[src/rtl/sram_dualport_pipelined_if.sv]
// ---------------------------------------------------------------------------
// sram_dualport_pipelined_if
// Request/response bundle between a FIFO controller (master) and the
// pipelined dual-port SRAM (slave).
//   wen_i   write enable            (master -> slave)
//   ren_i   read enable             (master -> slave)
//   waddr_i write address, AW bits  (master -> slave)
//   raddr_i read address, AW bits   (master -> slave)
//   data_i  write data, WIDTH bits  (master -> slave)
//   data_o  read data, WIDTH bits   (slave -> master)
//   vld_o   read data valid strobe  (slave -> master)
// Signal names keep the memory's _i/_o view so they read the same on
// both sides of the connection.
// ---------------------------------------------------------------------------
interface sram_dualport_pipelined_if #(
    parameter int WIDTH = 8,
    parameter int DEPTH = 8
);
    localparam int AW = $clog2(DEPTH);

    logic             wen_i;
    logic             ren_i;
    logic [AW-1:0]    waddr_i;
    logic [AW-1:0]    raddr_i;
    logic [WIDTH-1:0] data_i;
    logic [WIDTH-1:0] data_o;
    logic             vld_o;

    modport master (
        output wen_i, ren_i, waddr_i, raddr_i, data_i,
        input  data_o, vld_o
    );

    modport slave (
        input  wen_i, ren_i, waddr_i, raddr_i, data_i,
        output data_o, vld_o
    );
endinterface

[src/rtl/sram_dualport_pipelined.sv]
// ---------------------------------------------------------------------------
// sram_dualport_pipelined
// Behavioural dual-port SRAM with one write port, one read port and a fixed
// read latency of LATENCY cycles. Reads return in issue order with a
// one-cycle vld_o pulse each; data_o holds the last returned word between
// pulses.
//   clk_i  clock, all state changes on the rising edge
//   rst_i  asynchronous active-high reset (clears read pipeline only)
//   bus    sram_dualport_pipelined_if.slave: wen_i, ren_i, waddr_i,
//          raddr_i, data_i in; data_o, vld_o out
// Parameters: WIDTH (word bits), DEPTH (words, >= 2), LATENCY (>= 1).
// ---------------------------------------------------------------------------
module sram_dualport_pipelined #(
    parameter int WIDTH   = 8,
    parameter int DEPTH   = 8,
    parameter int LATENCY = 5
) (
    input  logic                        clk_i,
    input  logic                        rst_i,
    sram_dualport_pipelined_if.slave    bus
);
    localparam int AW = $clog2(DEPTH);
    // One extra bit so DEPTH itself is representable for range checks
    // when DEPTH is not a power of two.
    localparam logic [AW:0] DEPTH_W = (AW+1)'(DEPTH);

    generate
        if (LATENCY < 1) begin : g_latency_check
            $error("sram_dualport_pipelined: LATENCY must be >= 1");
        end
    endgenerate

    logic [WIDTH-1:0]   mem_q [DEPTH];
    logic               waddrValid;
    logic               raddrValid;
    logic [WIDTH-1:0]   readWord;

    logic [LATENCY-1:0] stageVld_q;
    logic [LATENCY-1:0] stageVld_d;
    logic [WIDTH-1:0]   stageData_q [LATENCY];
    logic [WIDTH-1:0]   stageData_d [LATENCY];

    assign waddrValid = ({1'b0, bus.waddr_i} < DEPTH_W);
    assign raddrValid = ({1'b0, bus.raddr_i} < DEPTH_W);

    // Out-of-range reads still produce a response, carrying zero.
    assign readWord = raddrValid ? mem_q[bus.raddr_i] : '0;

    // Storage array: deliberately not reset, contents survive rst_i.
    // Out-of-range writes are dropped. Because the read sample above uses
    // the pre-edge contents, a same-edge read/write is read-first.
    always_ff @(posedge clk_i) begin
        if (bus.wen_i && waddrValid) begin
            mem_q[bus.waddr_i] <= bus.data_i;
        end
    end

    // Read pipeline next state: valid bits shift unconditionally, and each
    // data stage only loads when the valid bit entering it is set, so the
    // last stage keeps the most recent returned word while idle.
    always_comb begin
        stageVld_d  = '0;
        stageData_d = stageData_q;
        stageVld_d[0] = bus.ren_i;
        if (bus.ren_i) begin
            stageData_d[0] = readWord;
        end
        for (int s = 1; s < LATENCY; s++) begin
            stageVld_d[s] = stageVld_q[s-1];
            if (stageVld_q[s-1]) begin
                stageData_d[s] = stageData_q[s-1];
            end
        end
    end

    // Pipeline registers: reset discards every in-flight read.
    always_ff @(posedge clk_i or posedge rst_i) begin
        if (rst_i) begin
            stageVld_q <= '0;
            for (int s = 0; s < LATENCY; s++) begin
                stageData_q[s] <= '0;
            end
        end else begin
            stageVld_q  <= stageVld_d;
            stageData_q <= stageData_d;
        end
    end

    assign bus.vld_o  = stageVld_q[LATENCY-1];
    assign bus.data_o = stageData_q[LATENCY-1];
endmodule

[src/flat_wrapper.sv]
// flat-port wrapper written by rule: the top's interface ports become plain ports
module sram_dualport_pipelined_flat 
#(
    parameter int WIDTH   = 8,
    parameter int DEPTH   = 8,
    parameter int LATENCY = 5
)
  (clk_i, rst_i, bus_wen_i, bus_ren_i, bus_waddr_i, bus_raddr_i, bus_data_i, bus_data_o, bus_vld_o);
  sram_dualport_pipelined_if #(.WIDTH(WIDTH), .DEPTH(DEPTH)) bus_i ();
  input  logic clk_i;
  input  logic rst_i;
  input wire logic [$bits(bus_i.wen_i)-1:0] bus_wen_i;
  input wire logic [$bits(bus_i.ren_i)-1:0] bus_ren_i;
  input wire logic [$bits(bus_i.waddr_i)-1:0] bus_waddr_i;
  input wire logic [$bits(bus_i.raddr_i)-1:0] bus_raddr_i;
  input wire logic [$bits(bus_i.data_i)-1:0] bus_data_i;
  output wire logic [$bits(bus_i.data_o)-1:0] bus_data_o;
  output wire logic [$bits(bus_i.vld_o)-1:0] bus_vld_o;
  assign bus_i.wen_i = bus_wen_i;
  assign bus_i.ren_i = bus_ren_i;
  assign bus_i.waddr_i = bus_waddr_i;
  assign bus_i.raddr_i = bus_raddr_i;
  assign bus_i.data_i = bus_data_i;
  assign bus_data_o = bus_i.data_o;
  assign bus_vld_o = bus_i.vld_o;
  sram_dualport_pipelined #(.WIDTH(WIDTH), .DEPTH(DEPTH), .LATENCY(LATENCY)) u_core (.clk_i(clk_i), .rst_i(rst_i), .bus(bus_i));
endmodule
[config.mk]
export PLATFORM = sky130hd
export DESIGN_NAME = sram_dualport_pipelined_flat
export DESIGN_NICKNAME = d
export VERILOG_FILES = /design/src/rtl/sram_dualport_pipelined_if.sv /design/src/rtl/sram_dualport_pipelined.sv /design/src/flat_wrapper.sv
export SDC_FILE = /design/constraint.sdc
export NUM_CORES = 1
export LEC_CHECK = 0
export BUFFER_PORTS_ARGS = -buffer_cell sky130_fd_sc_hd__buf_4
export CORE_MARGIN = 2
export CORE_UTILIZATION = 51
export CTS_BUF_LIST = sky130_fd_sc_hd__clkbuf_16
export CTS_CLUSTER_SIZE = 20
export DETAILED_ROUTE_END_ITERATION = 8
export GPL_TIMING_DRIVEN = 0
export PLACE_DENSITY = 0.74
export SYNTH_ARGS = -nofsm -noshare
export SYNTH_HDL_FRONTEND = slang
export SYNTH_SLANG_ARGS = --single-unit
[constraint.sdc]
create_clock -name clk_i -period 2 [get_ports clk_i]
set_input_delay 0.4 -clock clk_i [delete_from_list [all_inputs] [get_ports clk_i]]
set_output_delay 0.4 -clock clk_i [all_outputs]
set_load 0.005 [all_outputs]
==> results.cfg, run 1 <==
[layout]
final_common_cell = edfxtp_1
antennaDiodeCount = 0
final_layout_size_suffix_gt1_share_pct = 31.7
syn_to_final_growth_pct = 14.5
final_net_count = 306
final_cell_mix = 64 x edfxtp_1, 45 x dfrtp_1, 36 x buf_4
fin_cells = 398

[min_path]
hold_depth = 1
hold_end = u_core.stageVld_q[0]
min_path_type = input port to flip-flop
hold_start = bus_ren_i

[sta]
post-route-period-util_pct = 76.1
slew_headroom_pct = 31.6
worst_clock_skew_ns = 0.00466
worst_pin_slew_ns = 1.02
setup_violations = 0
fin_ws_ns = 0.478
whs_ns = 0.227
hold_viol = 0
post-route-min-period_ns = 1.52
maxSlewViolCount = 0
rsz0062_at_grt = false
fmax_mhz = 657

[global_route]
grt_use_met3_pct = 4.51
antenna_found_initial = 0
grt_max_degree = 46
grt_busiest_layer = met2
use_met1_pct = 18.9
grtUsageTotal_pct = 16.1
grt_pass1_vias = 2127
grt_pass1_wl_mm = 10.5
grt_use_met2_pct = 27.3
overflow = 0

[placed_design]
routabilityCongestion = 0.776
io_buffer_count = 26
place_ws_ns = -0.00724
place_inst = 382
hpwl_mm = 4.41

[power]
p_int_mw = 3.81
switching_power_mw = 1.10
power-per-cell-area_nw_per_um2 = 1010
seqPwrFrac_pct = 55.1
leakage_nw = 1.92
p_sw_share_pct = 22.4
ir_drop_v = 0.000620
pwr-share-clk_pct = 33.8
combPwrFrac_pct = 11.1

[floorplan]
core_sq_um = 8130
die_area_sq_um = 9050
die_w_um = 95.2
die_y_um = 95.2
initial_core_util_pct = 52.1
rows = 33
io_pins = 27

[route]
drc_errors = 0
drt-vias-per-instance = 5.21
antenna_left = 0
drt_pass1_iterations = 4
wirelength_mm = 6.36
first_iter_violations = 90
wl_per_cell_um = 16.0
via_count = 2075

[synth]
synth.distinct_cells = 21
ys_ff_latch = 109
syn_avg_cell_area_sq_um = 16.9
synth_warnings = 0
synthCells = 251
synthesis.area_sq_um = 4240
seq_area_frac_synth_pct = 71.9
syn-num-nets = 269

[clock_tree]
clk_pin_slew_ns = 0.07
cts_buffers = 9
holdBufCountCts = 0
post_cts_resized = 0
ctsLongestPathBuffers = 2
clock-root-buffer = clkbuf_16
cts_tree = yes
clock_sinks = 109
htreeDepth = 3
clk_latency_ns = 0.34
postCtsSetupRepairBufs = 0

[critical_path]
required_ns = 1.97
r2r_start = u_core.stageVld_q[3]
crit_chain = buf_4 -> nand2b_1 -> nor3_1
r2r_slack_ns = 0.79
start_kind = input port
slowest_delay_ns = 0.80
crit_arrival_ns = 1.49
critPathCaptureType = flip-flop
worstPathMaxFanout = 8
criticalPathCategory = input port to flip-flop
rr_worst_depth = 2
critical_path.slowest_cell = nor3_1
r2r_end = u_core.bus.data_o[1]

[status]
outcome = finished clean

[job]
max-cap-violations = 0
## logic make-up after synthesis
family | share of synthesized area, %
mux | 14.2
simple gates | 5.31
buf+inv | 3.63
flops | 71.9
compound gates | 4.96
## synth_stat cells (all sizes together)
| cell | n | share of area, % |
|---|---|---|
| a22oi | 8 | 1.4 |
| nor2b | 15 | 2.2 |
| nor3 | 2 | 0.24 |
| mux2i | 24 | 5.7 |
| a211o | 8 | 1.7 |
| buf | 15 | 3.0 |
| nand3 | 8 | 0.94 |
| nand2 | 2 | 0.18 |
| nand2b | 4 | 0.59 |
| nor2 | 7 | 0.68 |
| edfxtp | 64 | 45 |
| inv | 1 | 0.088 |
| a41o | 8 | 1.9 |
| dfrtp | 45 | 27 |
| mux2 | 32 | 8.5 |
| and2b | 2 | 0.47 |
| clkbuf | 6 | 0.53 |
## critical path, delay by kind of cell
kind / cells / cell delay [ns]
buffers and inverters: 1 / 0.11
and+or+nand+nor: 2 / 0.98
## per-stage QoR
stage                     area, sq um  utilization (%)  TNS (ns)  power, mW
after floorplan                  4240                -         0       3.10
after global placement           4560             56.1         0       3.27
after detailed placement         4560             56.1   -0.0554       3.31
after CTS                        4850             59.6         0       4.95
after global routing             4850             59.7         0       5.14
final                            4850             59.7         0       4.91
## layer usage
layer	vias to the layer above	routed length, um
li1	1006	-
met1	1010	2550
met2	51	3370
met3	8	308
met4	0	136
met5	-	0
## registers in the layout, indices dropped and copies added, names as in the netlist
| name | cells |
|---|---|
| u_core.mem_q | 64 |
| u_core.stageVld_q | 5 |
| u_core.bus.data_o | 8 |
| u_core.stageData_q | 32 |
## power groups by stage
stage	combinational [mW]	clock (mW)	sequential [mW]
floorplan	0.375	0	2.72
global placement	0.531	0	2.74
detailed placement	0.549	0	2.76
global route	0.601	1.81	2.74
finish	0.544	1.66	2.71
CTS	0.553	1.68	2.71
## worst max path at each step
stage | cells past startpoint | slack, ns | endpoint | startpoint
finish | 3 | 0.48 | u_core.mem_q[0][1] | bus_waddr_i[2]
global route | 3 | 0.30 | u_core.mem_q[0][6] | bus_waddr_i[2]
CTS | 3 | 0.36 | u_core.mem_q[4][1] | bus_wen_i
detailed placement | 3 | -0.007 | u_core.mem_q[4][6] | bus_wen_i
global placement | 2 | 0.03 | u_core.stageData_q[36] | rst_i
floorplan | 2 | 0.44 | u_core.mem_q[0][0] | bus_waddr_i[2]
## cell type report
cell class	instances	area [sq um]
Buffer	21	150
Tap cell	105	131
Inverter	1	3.75
Sequential cell	109	3050
Timing Repair Buffer	26	195
Clock inverter	7	57.6
Clock buffer	9	225
Fill cell	598	3280
Multi-Input combinational cell	120	1040
Power figures use the tool's default switching activity.
==> run 2: changes to the inputs <==
- ABC_AREA: not set -> 1
- clock period: 2 -> 1.55 ns (I/O delays scaled with it)
==> results.cfg, run 2 <==
[status]
outcome = finished clean

[floorplan]
core_sq_um = 8590
io_pins = 27
rows = 34
die_w_um = 97.4
initial_core_util_pct = 51.8
die_area_sq_um = 9490
die_y_um = 97.4

[clock_tree]
clock-root-buffer = clkbuf_16
post_cts_resized = 0
clk_pin_slew_ns = 0.07
holdBufCountCts = 0
postCtsSetupRepairBufs = 0
ctsLongestPathBuffers = 2
htreeDepth = 3
clk_latency_ns = 0.35
cts_buffers = 9
cts_tree = yes
clock_sinks = 109

[synth]
yosysTopAreaCellShare_pct = 43.2
synthTopCellsByCount = 118 x nand2_1, 70 x inv_1, 64 x edfxtp_1
synth_edf_count = 64
ys_ff_latch = 109
synthesis.area_sq_um = 4450
synthCells = 429
yosysMostFrequentCell = nand2_1
synth_top_area_cell = edfxtp_1
synthFlopType = edfxtp_1
synth.distinct_cells = 14
synth_area_leaders = edfxtp_1 43%, dfrtp_1 25%, nand2_1 10%
seq_area_frac_synth_pct = 68.5
syn_avg_cell_area_sq_um = 10.4
syn-num-nets = 447
synthArstFlopShare_pct = 41.3
synth_warnings = 0

[placed_design]
io_buffer_count = 23
routabilityCongestion = 0.876
dpl_cell_area_sq_um = 4760
hpwl_mm = 5.29

[route]
antenna_left = 0
drt-vias-per-instance = 4.95
drt_pass1_iterations = 4
drc_errors = 0
via_count = 2851
first_iter_violations = 167
wl_per_cell_um = 14.4
wirelength_mm = 8.32

[sta]
worst_clock_skew_ns = 0.00564
maxSlewViolCount = 0
setup_violations = 0
post-route-period-util_pct = 88.1
post-route-min-period_ns = 1.36
rsz0062_at_grt = false
hold_viol = 0
slew_headroom_pct = 32.3
fin_tns_setup_ns = 0
fmax_mhz = 733
worst_pin_slew_ns = 1.01

[critical_path]
worstPathMaxFanout = 8
crit_arrival_ns = 1.34
criticalPathCategory = input port to flip-flop
critPathCaptureType = flip-flop
worstSetupStartpoint = bus_waddr_i[0]
r2r_start = u_core.stageVld_q[3]
required_ns = 1.52
start_kind = input port

[layout]
syn_to_final_growth_pct = 14.4
final_common_cell = nand2_1
postLayoutCellArea_sq_um = 5090
final_net_count = 481
top_register = u_core.mem_q
largest_reg_flops = 64
antennaDiodeCount = 0
final_layout_size_suffix_gt1_share_pct = 14.5
final_cell_mix = 118 x nand2_1, 69 x inv_1, 64 x edfxtp_1

[min_path]
hold_start = bus_ren_i
min_path_type = input port to flip-flop

[power]
p_total_mw = 6.42
power-per-cell-area_nw_per_um2 = 1260
ir_drop_v = 0.000894
leakage_nw = 2.35

[global_route]
antenna_found_initial = 0
grt_pass1_vias = 2901
grt_pass1_wl_mm = 14.1
grtUsageTotal_pct = 19.1
overflow = 0
grt_max_degree = 46

[job]
max-cap-violations = 0
## run 2: changes by cell type in the layout (fill, tap and decap cells not counted), moves of 18 or more
cell / previous run / this run
nand3_1: 8 / 48
mux2_2: 32 / 0
inv_1: 1 / 69
nand2_1: 2 / 118
mux2i_1: 24 / 0
nor2_1: 6 / 24
## run 2: per-stage QoR
stage	hold WS, ns	util (%)	instances	setup slack, ns
5_1_grt	0.0732	59.2	576	0.141
3_5_place_dp	0.361	55.4	560	-0.174
4_1_cts	0.0781	59.2	576	0.196
2_1_floorplan	0.341	-	429	0.181
6_report	0.0829	59.2	576	0.185
3_3_place_gp	0.355	55.4	560	-0.300
## run 2: worst max-delay path: stages
cell and delay (ns):
buf_4 0.11, inv_1 0.04, nand2_1 0.09, nor2_1 0.78
## run 2: layout make-up
cell class | count | area (sq um)
fill | 720 | 3500
buffer | 26 | 195
sequential | 109 | 3050
tap | 108 | 135
inverter | 72 | 273
clock buffer | 9 | 225
timing repair buffer | 23 | 173
clock inverter | 7 | 108
multi-input combinational | 222 | 933
## run 2: kinds of logic (layout without fill, tap and decap cells)
family / count (synthesis) / after routing / share of synthesized area, %
and+or+nand+nor: 190 / 190 / 17.4
DFF: 109 / 109 / 68.5
AOI/OAI and AO/OA: 32 / 32 / 3.60
buffers and inverters: 98 / 137 / 10.5
## run 2: layer usage
metal,share of wire [%],GRT usage (%),vias to the layer above
met3,7.1,5.68,8
met5,0,0,-
met1,40,24.5,1337
li1,-,-,1413
met4,0.88,5.56,0
met2,52,31.6,93
## run 2: worst paths after layout
path	end	slack [ns]	cells after the start
hold / removal	u_core.stageVld_q[0]	0.08	1
setup reg to reg	u_core.bus.data_o[5]	0.55	4
min in group asynchronous	u_core.bus.data_o[6]	0.17	2
max in group asynchronous	u_core.bus.data_o[3]	0.82	2
hold reg to reg	u_core.stageVld_q[4]	0.38	0
setup / recovery	u_core.mem_q[6][6]	0.19	4
## run 2: power by group
| group | leakage (nW) | internal (mW) | total [mW] | switching, mW |
|---|---|---|---|---|
| clock network | 0.159 | 1.44 | 2.50 | 1.06 |
| logic | 1.07 | 0.236 | 0.562 | 0.325 |
| registers | 1.12 | 3.28 | 3.36 | 0.0772 |
| total | 2.35 | 4.96 | 6.42 | 1.46 |
